### config.mk
export PLATFORM = sky130hd
export DESIGN_NAME = prng_lfsr_mux_gen
export DESIGN_NICKNAME = d
export VERILOG_FILES = /design/src/rtl/prng_pkg.sv /design/src/rtl/lfsr_xnor.sv /design/src/rtl/prng_lfsr_mux_gen.sv
export SDC_FILE = /design/constraint.sdc
export NUM_CORES = 1
export LEC_CHECK = 0
export CAP_MARGIN = 5
export CORE_MARGIN = 10
export CORE_UTILIZATION = 26
export CTS_CLUSTER_DIAMETER = 80
export DETAILED_ROUTE_END_ITERATION = 10
export PLACE_DENSITY = 0.41
export RECOVER_POWER = 50
export SYNTH_ARGS = -nofsm -noshare
export SYNTH_HDL_FRONTEND = slang
export SYNTH_SLANG_ARGS = --single-unit
### constraint.sdc
create_clock -name CLK -period 2.4 [get_ports CLK]
set_input_delay 0.24 -clock CLK [delete_from_list [all_inputs] [get_ports CLK]]
set_output_delay 0.24 -clock CLK [all_outputs]
set_load 0.01 [all_outputs]
### src/rtl/prng_pkg.sv
// Shared constants and FSM encoding for the pseudo-random byte generator.
package prng_pkg;

    // Default feedback masks for a 16-bit data LFSR and an 8-bit control LFSR
    localparam logic [15:0] DATA16_TAPS = 16'hD008;
    localparam logic [7:0]  CTRL8_TAPS  = 8'hB8;

    // Generator run state: OFF holds counters at zero, RUN lets them advance
    typedef enum logic {
        ST_OFF = 1'b0,
        ST_RUN = 1'b1
    } state_t;

endpackage

### src/rtl/lfsr_xnor.sv
// Fibonacci XNOR LFSR with seed load. The all-ones pattern is the lockup
// state of an XNOR LFSR, so an all-ones seed is replaced by zero.
module lfsr_xnor #(
    parameter int           W    = 16,
    parameter logic [W-1:0] TAPS = '0
) (
    input  logic         CLK,
    input  logic         rst,
    input  logic         step,
    input  logic         load,
    input  logic [W-1:0] seed,
    output logic [W-1:0] q
);

    logic [W-1:0] r_q;

    // Load has priority over stepping; shift left and feed XNOR of tapped bits into bit 0
    always_ff @(posedge CLK or negedge rst) begin
        if (!rst) begin
            r_q <= '0;
        end else if (load) begin
            r_q <= (&seed) ? '0 : seed;
        end else if (step) begin
            r_q <= {r_q[W-2:0], ~^(r_q & TAPS)};
        end
    end

    assign q = r_q;

endmodule

### src/rtl/prng_lfsr_mux_gen.sv
// Pseudo-random word generator: a 2*OUT_W-bit data LFSR and an OUT_W-bit control
// LFSR feed a bank of 2:1 muxes. Stepping is paced by clock-enable ticks (free-run)
// or by level-sampled requests; the result is offered on a valid/ready output with
// a sticky overrun flag for words dropped while the consumer stalls.
module prng_lfsr_mux_gen
    import prng_pkg::*;
#(
    parameter int                   OUT_W     = 8,
    parameter logic [2*OUT_W-1:0]   DATA_TAPS = DATA16_TAPS,
    parameter logic [OUT_W-1:0]     CTRL_TAPS = CTRL8_TAPS,
    parameter int                   TICK_DIV  = 10_000_000,
    parameter int                   CTRL_DIV  = 4
) (
    input  logic                 CLK,
    input  logic                 rst,
    input  logic                 en,
    input  logic                 mode,
    input  logic                 req,
    input  logic                 seed_load,
    input  logic [2*OUT_W-1:0]   data_seed,
    input  logic [OUT_W-1:0]     ctrl_seed,
    output logic [OUT_W-1:0]     rnd_data,
    output logic                 rnd_valid,
    input  logic                 rnd_ready,
    output logic                 overrun,
    output logic                 tick
);

    localparam int TW = (TICK_DIV > 1) ? $clog2(TICK_DIV) : 1;
    localparam int CW = (CTRL_DIV > 1) ? $clog2(CTRL_DIV) : 1;
    localparam logic [TW-1:0] TICK_LAST = TW'(TICK_DIV - 1);
    localparam logic [CW-1:0] CTRL_LAST = CW'(CTRL_DIV - 1);

    state_t               r_state;
    state_t               w_state_nxt;
    logic                 w_active;
    logic [TW-1:0]        r_tick_cnt;
    logic [CW-1:0]        r_ctrl_cnt;
    logic                 w_tick;
    logic                 w_step;
    logic                 w_ctrl_step;
    logic                 r_cap_pend;
    logic [2*OUT_W-1:0]   w_data_q;
    logic [OUT_W-1:0]     w_ctrl_q;
    logic [OUT_W-1:0]     w_word;
    logic [OUT_W-1:0]     r_rnd_data;
    logic                 r_rnd_valid;
    logic                 r_overrun;

    // State register for the OFF/RUN controller
    always_ff @(posedge CLK or negedge rst) begin
        if (!rst) begin
            r_state <= ST_OFF;
        end else begin
            r_state <= w_state_nxt;
        end
    end

    // Next-state and step qualification; counting and stepping only while RUN and enabled
    always_comb begin
        w_state_nxt = r_state;
        w_active    = 1'b0;
        case (r_state)
            ST_OFF: if (en)  w_state_nxt = ST_RUN;
            ST_RUN: begin
                w_active = en;
                if (!en) w_state_nxt = ST_OFF;
            end
            default: w_state_nxt = ST_OFF;
        endcase
        w_tick      = w_active && (r_tick_cnt == TICK_LAST);
        w_step      = w_active && !seed_load && (mode ? req : w_tick);
        w_ctrl_step = w_step && (r_ctrl_cnt == CTRL_LAST);
    end

    // Tick divider and control-step divider; both restart from zero when idle or reseeded
    always_ff @(posedge CLK or negedge rst) begin
        if (!rst) begin
            r_tick_cnt <= '0;
            r_ctrl_cnt <= '0;
        end else if (seed_load || !w_active) begin
            r_tick_cnt <= '0;
            r_ctrl_cnt <= '0;
        end else begin
            r_tick_cnt <= w_tick ? '0 : r_tick_cnt + 1'b1;
            if (w_step) begin
                r_ctrl_cnt <= w_ctrl_step ? '0 : r_ctrl_cnt + 1'b1;
            end
        end
    end

    lfsr_xnor #(
        .W    (2*OUT_W),
        .TAPS (DATA_TAPS)
    ) u_data_lfsr (
        .CLK  (CLK),
        .rst  (rst),
        .step (w_step),
        .load (seed_load),
        .seed (data_seed),
        .q    (w_data_q)
    );

    lfsr_xnor #(
        .W    (OUT_W),
        .TAPS (CTRL_TAPS)
    ) u_ctrl_lfsr (
        .CLK  (CLK),
        .rst  (rst),
        .step (w_ctrl_step),
        .load (seed_load),
        .seed (ctrl_seed),
        .q    (w_ctrl_q)
    );

    // Mux bank: each control bit picks the odd or even bit of its data-bit pair
    always_comb begin
        w_word = '0;
        for (int i = 0; i < OUT_W; i++) begin
            w_word[i] = w_ctrl_q[i] ? w_data_q[2*i+1] : w_data_q[2*i];
        end
    end

    // Remember that a step happened so the updated LFSRs are captured next cycle
    always_ff @(posedge CLK or negedge rst) begin
        if (!rst) begin
            r_cap_pend <= 1'b0;
        end else begin
            r_cap_pend <= w_step;
        end
    end

    // Output holding register with valid/ready handshake; reseeding discards any pending word
    always_ff @(posedge CLK or negedge rst) begin
        if (!rst) begin
            r_rnd_data  <= '0;
            r_rnd_valid <= 1'b0;
            r_overrun   <= 1'b0;
        end else if (seed_load) begin
            r_rnd_valid <= 1'b0;
            r_overrun   <= 1'b0;
        end else if (r_cap_pend) begin
            if (!r_rnd_valid || rnd_ready) begin
                r_rnd_data  <= w_word;
                r_rnd_valid <= 1'b1;
            end else begin
                r_overrun   <= 1'b1;
            end
        end else if (r_rnd_valid && rnd_ready) begin
            r_rnd_valid <= 1'b0;
        end
    end

    assign rnd_data  = r_rnd_data;
    assign rnd_valid = r_rnd_valid;
    assign overrun   = r_overrun;
    assign tick      = w_tick;

endmodule
# == Word level (Yosys, flattened, before mapping) ==
# Index checks and enable logic that the tools add are counted.
# totals
reg_bits,62
latchBits,0
ramBits,0
rom_bits,0
in_bits,31
out_inout_bits,11
elab_cells,67
n_memories,0
# op_classes
n_addsub,2
n_mul,0
n_div,0
n_lt_le_gt_ge,0
eq_ne,4
n_shift,0
n_mux,29
bitwise_logic,1
reduce_logical,22
# ops
cell,n
16-bit two-way mux,3
24-bit two-way mux,2
"24-bit by 1-bit adder with 24-bit output, second input constant",1
"24-bit equality test, second input constant",1
8-bit two-way mux,3
1-bit two-way mux,18
16-bit AND reduction,1
16-bit XNOR reduction,1
8-bit AND reduction,1
2-bit nonzero test,4
8-bit XNOR reduction,1
2-bit two-way mux,3
1-bit logical AND,5
2-bit AND reduction,2
1-bit logical NOT,3
"3-bit by 2-bit inequality test with 1-bit output, second input constant",1
3-bit AND reduction,1
3-bit nonzero test,1
"2-bit by 1-bit adder with 2-bit output, second input constant",1
"2-bit equality test, second input constant",1
1-bit logical OR,2
"2-bit inequality test, second input constant",1
1-bit inverter,1

# == Logic depth before layout (Yosys ltp) ==
# logic_depth
ltp_word,8
ltp_mapped,9
depth_no_buf,6

# == Hierarchy ==
# Synthesis repeated with hierarchy kept, for this count alone.
# unflattened
hier_cells,297
hier_area_um2,3126.7
# by_module_without_submodules
module,n_inst,cells_per_inst,area_each_um2,seq_area_each_um2
prng_lfsr_mux_gen,1,190,1868.0,950.9
lfsr_xnor at u_data_lfsr,1,64,834.6,400.4
lfsr_xnor at u_ctrl_lfsr,1,43,424.2,200.2

# == Worst setup path after synthesis ==
# Ideal clock, no wire load.
# synth_timing
path_kind,register -> register
start,reg r_tick_cnt[0]
end,"reg u_data_lfsr.r_q[11], in the netlist u_data_lfsr.q[11]"
setup_ps,125
arrival_ps,1939
required_time_ps,2275
setup_slack_ps,336
path_stages_with_launch,9
path_buffers,2
period_less_slack_ps,2064
cell_sequence,dfrtp_1 -> ha_1 -> and3_1 -> buf_2 -> nand4_4 -> o41ai_4 -> a21oi_2 -> buf_6 -> mux2_4
# synth_between
elab_chain_cells,5
# synth_rtl
element,line_no,rtl
"start, declared",prng_lfsr_mux_gen.sv:37,logic [TW-1:0] r_tick_cnt;
"start signal, assigned",prng_lfsr_mux_gen.sv:85,r_tick_cnt <= w_tick ? '0 : r_tick_cnt + 1'b1;
24-bit equality test,prng_lfsr_mux_gen.sv:71,w_tick = w_active && (r_tick_cnt == TICK_LAST);
1-bit logical AND,prng_lfsr_mux_gen.sv:71,
1-bit two-way mux,prng_lfsr_mux_gen.sv:72,w_step = w_active && !seed_load && (mode ? req : w_tick);
1-bit logical AND,prng_lfsr_mux_gen.sv:72,
2-bit nonzero test (no line),--,
"end signal, assigned",lfsr_xnor.sv:22,r_q <= (&seed) ? '0 : seed;
"end signal, assigned",lfsr_xnor.sv:24,"r_q <= {r_q[W-2:0], ~^(r_q & TAPS)};"
"end, declared",lfsr_xnor.sv:15,logic [W-1:0] r_q;
# No other way between the ends.
# A chain may end at the register's enable or synchronous reset.

# == Final worst setup path ==
# layout_timing
start,reg r_tick_cnt[11]
end,"reg u_data_lfsr.r_q[14], in the netlist u_data_lfsr.q[14]"
# Same word-level chain as after synthesis.

==> impl_results.md <==
* Final Hold Viols at 0
* Final Max Tran Viols at 27
* Post-synth top area cell: dfrtp_1
* Largest net degree at the start of global routing at 37
* Max Fclk at 457 MHz
* Number of synthesized flops with an enable pin at 0
* Sequential area share after synthesis at 50.0%
* Worst-case setup slack after placement at 0.118 ns
* Largest cells by area after synthesis: dfrtp_1 (50%), mux2i_1 (5.2%), nor2_1 (4.7%), xor2_1 (4.2%), nand2_1 (3.9%)
* Drt first pass iters at 4
* Ant. Diodes at 0
* Compound-Gate Fraction of Synth Area at 11.0%
* Die height at 129 um
* GRT overflow at 0
* Detailed Route WL at 7.98 mm
* RR Startpoint: r_tick_cnt[11]
* Startpoint class of the critical path: flip-flop
* Post-route minimum period at 2.19 ns
* Top Ports at 42
* Clock Path Buffers at 2
* Total CTS buffers at 9
* Register area at 0.00155 mm^2
* Critical Path Start: r_tick_cnt[11]
* Asr flop ratio synth at 100%
* Max Clock Skew at 0.00736 ns
* Hold crit path type: reg2reg
* Clock-pin slew on the worst setup and hold paths at 0.05 ns
* Failing checks: capacitance limit, slew limit
* Num rows at 39
* Max stage delay on crit path at 0.43 ns
* Worst EP required at 2.61 ns
* Initial antenna violation count at 0
* Final ANT Viol Nets at 0
* Crit path DAT at 2.40 ns
* Peak fanout along the critical path at 16
* Crit-path slowest cell: dfrtp_1
* Post-place instance area at 0.00374 mm^2
* Global-route usage over all layers at 10.3%
* Final Cycle Share at 91.1%
* First-pass GRT wire length at 13.2 mm
* Drt wl/cell at 16.0 um
* Initial DRC count at 122
* Root buffer cell: clkbuf_16
* RD Place Congestion at 0.729
* Die W at 129 um
* R2R Path End: u_data_lfsr.q[14]
* Status: finished, violations left
* Synth top area share at 50.0%
* Worst rel slew slack at -6.63%
* Share of post-route cells with drive strength above 1 at 13.5%
* Max-cap violations at 1
* Worst-Margin Slew at 1.60 ns
* Via count at 2,311
* Vias per cell at 4.64
* Synth Area in Simple Gates at 19.1%
* Pwr Density at 733 mW/mm^2
* XOR/XNOR Fraction of Synth Area at 7.61%
* Area share of fa/ha/maj cells after synthesis at 0.806%
* Cell variety after synth at 41
* H-tree Lvls at 3
* Setup_tns at 0 ns
* #FFs+latches synth at 62
* Layout area overhead at 30.7%
* Vias in the first global route at 2,469
* VDD IR max at 473 uV
* Cell Area, Synth at 0.00311 mm^2
* Critical Path End Type: flip-flop
* Post-synth top cells: dfrtp_1 (62), nor2_1 (39), nand2_1 (32)
* Worst reg2reg path depth at 7
* R2R Setup Slk at 0.21 ns
* Area of the multi-input gates at 0.00148 mm^2
* DR DRC count at 0
* Clk_lat worst skew at 0.33 ns
* RSZ-0062 raised after global routing: false
* Final instance area at 0.00406 mm^2
* HPWL after DPL at 5.71 mm
* Post-Synthesis Cells at 297
* Mux cell area share after synthesis at 8.78%
* Crit path cell chain: and4bb_1, nand4_1, buf_4, o41ai_4, a21oi_2, buf_12, mux2_4
* Core Box Area at 0.0116 mm^2
* Most numerous cell in the Yosys netlist: dfrtp_1
* Main combinational cell family by area after synthesis: simple AND/OR/NAND/NOR gates
* Initial Util at 26.9%
* Critical Path End: u_data_lfsr.q[14]
* YS warnings at 0
* Post-layout util at 35.1%
* Worst setup margin at 0.213 ns
* Final setup violation count at 0
* Fill count at 1,197
* Die ar. at 0.0167 mm^2
* Sink Count at 62
* Pleak at 1.77 nW
* Final net count at 383
* Syn_nets at 330
* Main synth FF type: dfrtp_1
* Critical path class: reg2reg
* IO Port Bufs at 41
* CTS tree: built
* Synth Area per Inst at 10.5 um^2
routing by layer:
layer | wire length [um] | vias up | global-route usage [%]
met5 | 0 | - | 0
met4 | 149 | 0 | 4.41
met3 | 400 | 9 | 4.00
met2 | 3380 | 39 | 14.7
met1 | 4040 | 1111 | 13.5
li1 | - | 1152 | -
metrics by stage:
| stage | power, mW | hold WS [ns] | std cells |
|---|---|---|---|
| global route | 3.14 | 0.541 | 498 |
| floorplan | 1.46 | -0.0556 | 297 |
| global placement | 1.70 | 0.322 | 480 |
| CTS | 3.05 | 0.484 | 497 |
| detailed placement | 1.70 | 0.328 | 480 |
| finish | 2.97 | 0.480 | 498 |
final cells by class:
| type | instances | share of cell area [%] |
|---|---|---|
| Timing Repair Buffer | 52 | 12.5 |
| Inverter | 10 | 0.925 |
| Multi-Input combinational cell | 215 | 36.4 |
| Sequential cell | 62 | 38.2 |
| Clock buffer | 13 | 6.41 |
| Tap cell | 143 | 4.41 |
| Clock inverter | 3 | 1.05 |
what timing repair did:
action                     CTS  global route
setup buffers                0             1
gates resized for setup      2             1
setup endpoints to repair    1             1
hold buffers                 1             0
hold endpoints to repair    26             0
pin swaps                    0             1
cells in the final DEF, fill, tap and decap left out, types with 2 or more instances in the layout:
cell type,synthesis,layout
a21oi_1,12,12
a22o_1,2,2
a22oi_1,7,7
and2_1,3,3
and3_1,5,4
and3_2,1,2
and4_1,6,6
buf_12,0,2
buf_4,0,6
clkbuf_1,5,5
clkbuf_16,0,9
clkbuf_8,0,2
clkdlybuf4s50_1,0,36
dfrtp_1,62,62
dlygate4sd3_1,0,4
ha_1,2,2
inv_1,10,10
mux2_2,6,6
mux2_4,3,3
mux2i_1,16,16
nand2_1,32,32
nand3_1,9,9
nand4_1,8,8
nor2_1,39,39
nor3_1,4,3
o21ai_0,8,8
o221a_2,7,7
o41a_1,2,2
or3_1,3,3
xnor2_1,12,12
xor2_1,15,15
cell families after synthesis:
family          count (synthesis)
compound gates                 43
xor+xnor                       27
fa+ha+maj                       2
buf+inv                        20
flops                          62
mux                            25
simple gates                  118
flip-flops by register name, indices dropped and copies added, names as in the netlist:
register and count:
r_ctrl_cnt 2, overrun 1, r_cap_pend 1, u_ctrl_lfsr.q 8
rnd_data 8, rnd_valid 1, r_tick_cnt 24, r_state 1
u_data_lfsr.q 16
how the worst min path moves through the flow:
stage | from | endpoint | depth (start not counted)
floorplan | rst | overrun | 0
global placement | rst | rnd_valid | 1
detailed placement | rst | u_ctrl_lfsr.q[3] | 1
CTS | r_tick_cnt[0] | r_tick_cnt[0] | 1
global route | r_tick_cnt[0] | r_tick_cnt[0] | 1
finish | r_tick_cnt[0] | r_tick_cnt[0] | 1
critical path: cells and delay by family, from the launching register on:
kind / cells / cell delay (ns)
AOI/OAI and AO/OA: 2 / 0.50
and+or+nand+nor: 2 / 0.47
DFF: 1 / 0.43
buffers and inverters: 2 / 0.39
muxes: 1 / 0.29
report_power, final:
| group | internal, mW | switching (mW) |
|---|---|---|
| sequential | 1.15 | 0.0821 |
| combinational | 0.242 | 0.193 |
| clock | 0.858 | 0.450 |
Note: power is estimated with default switching activity, not from simulation.
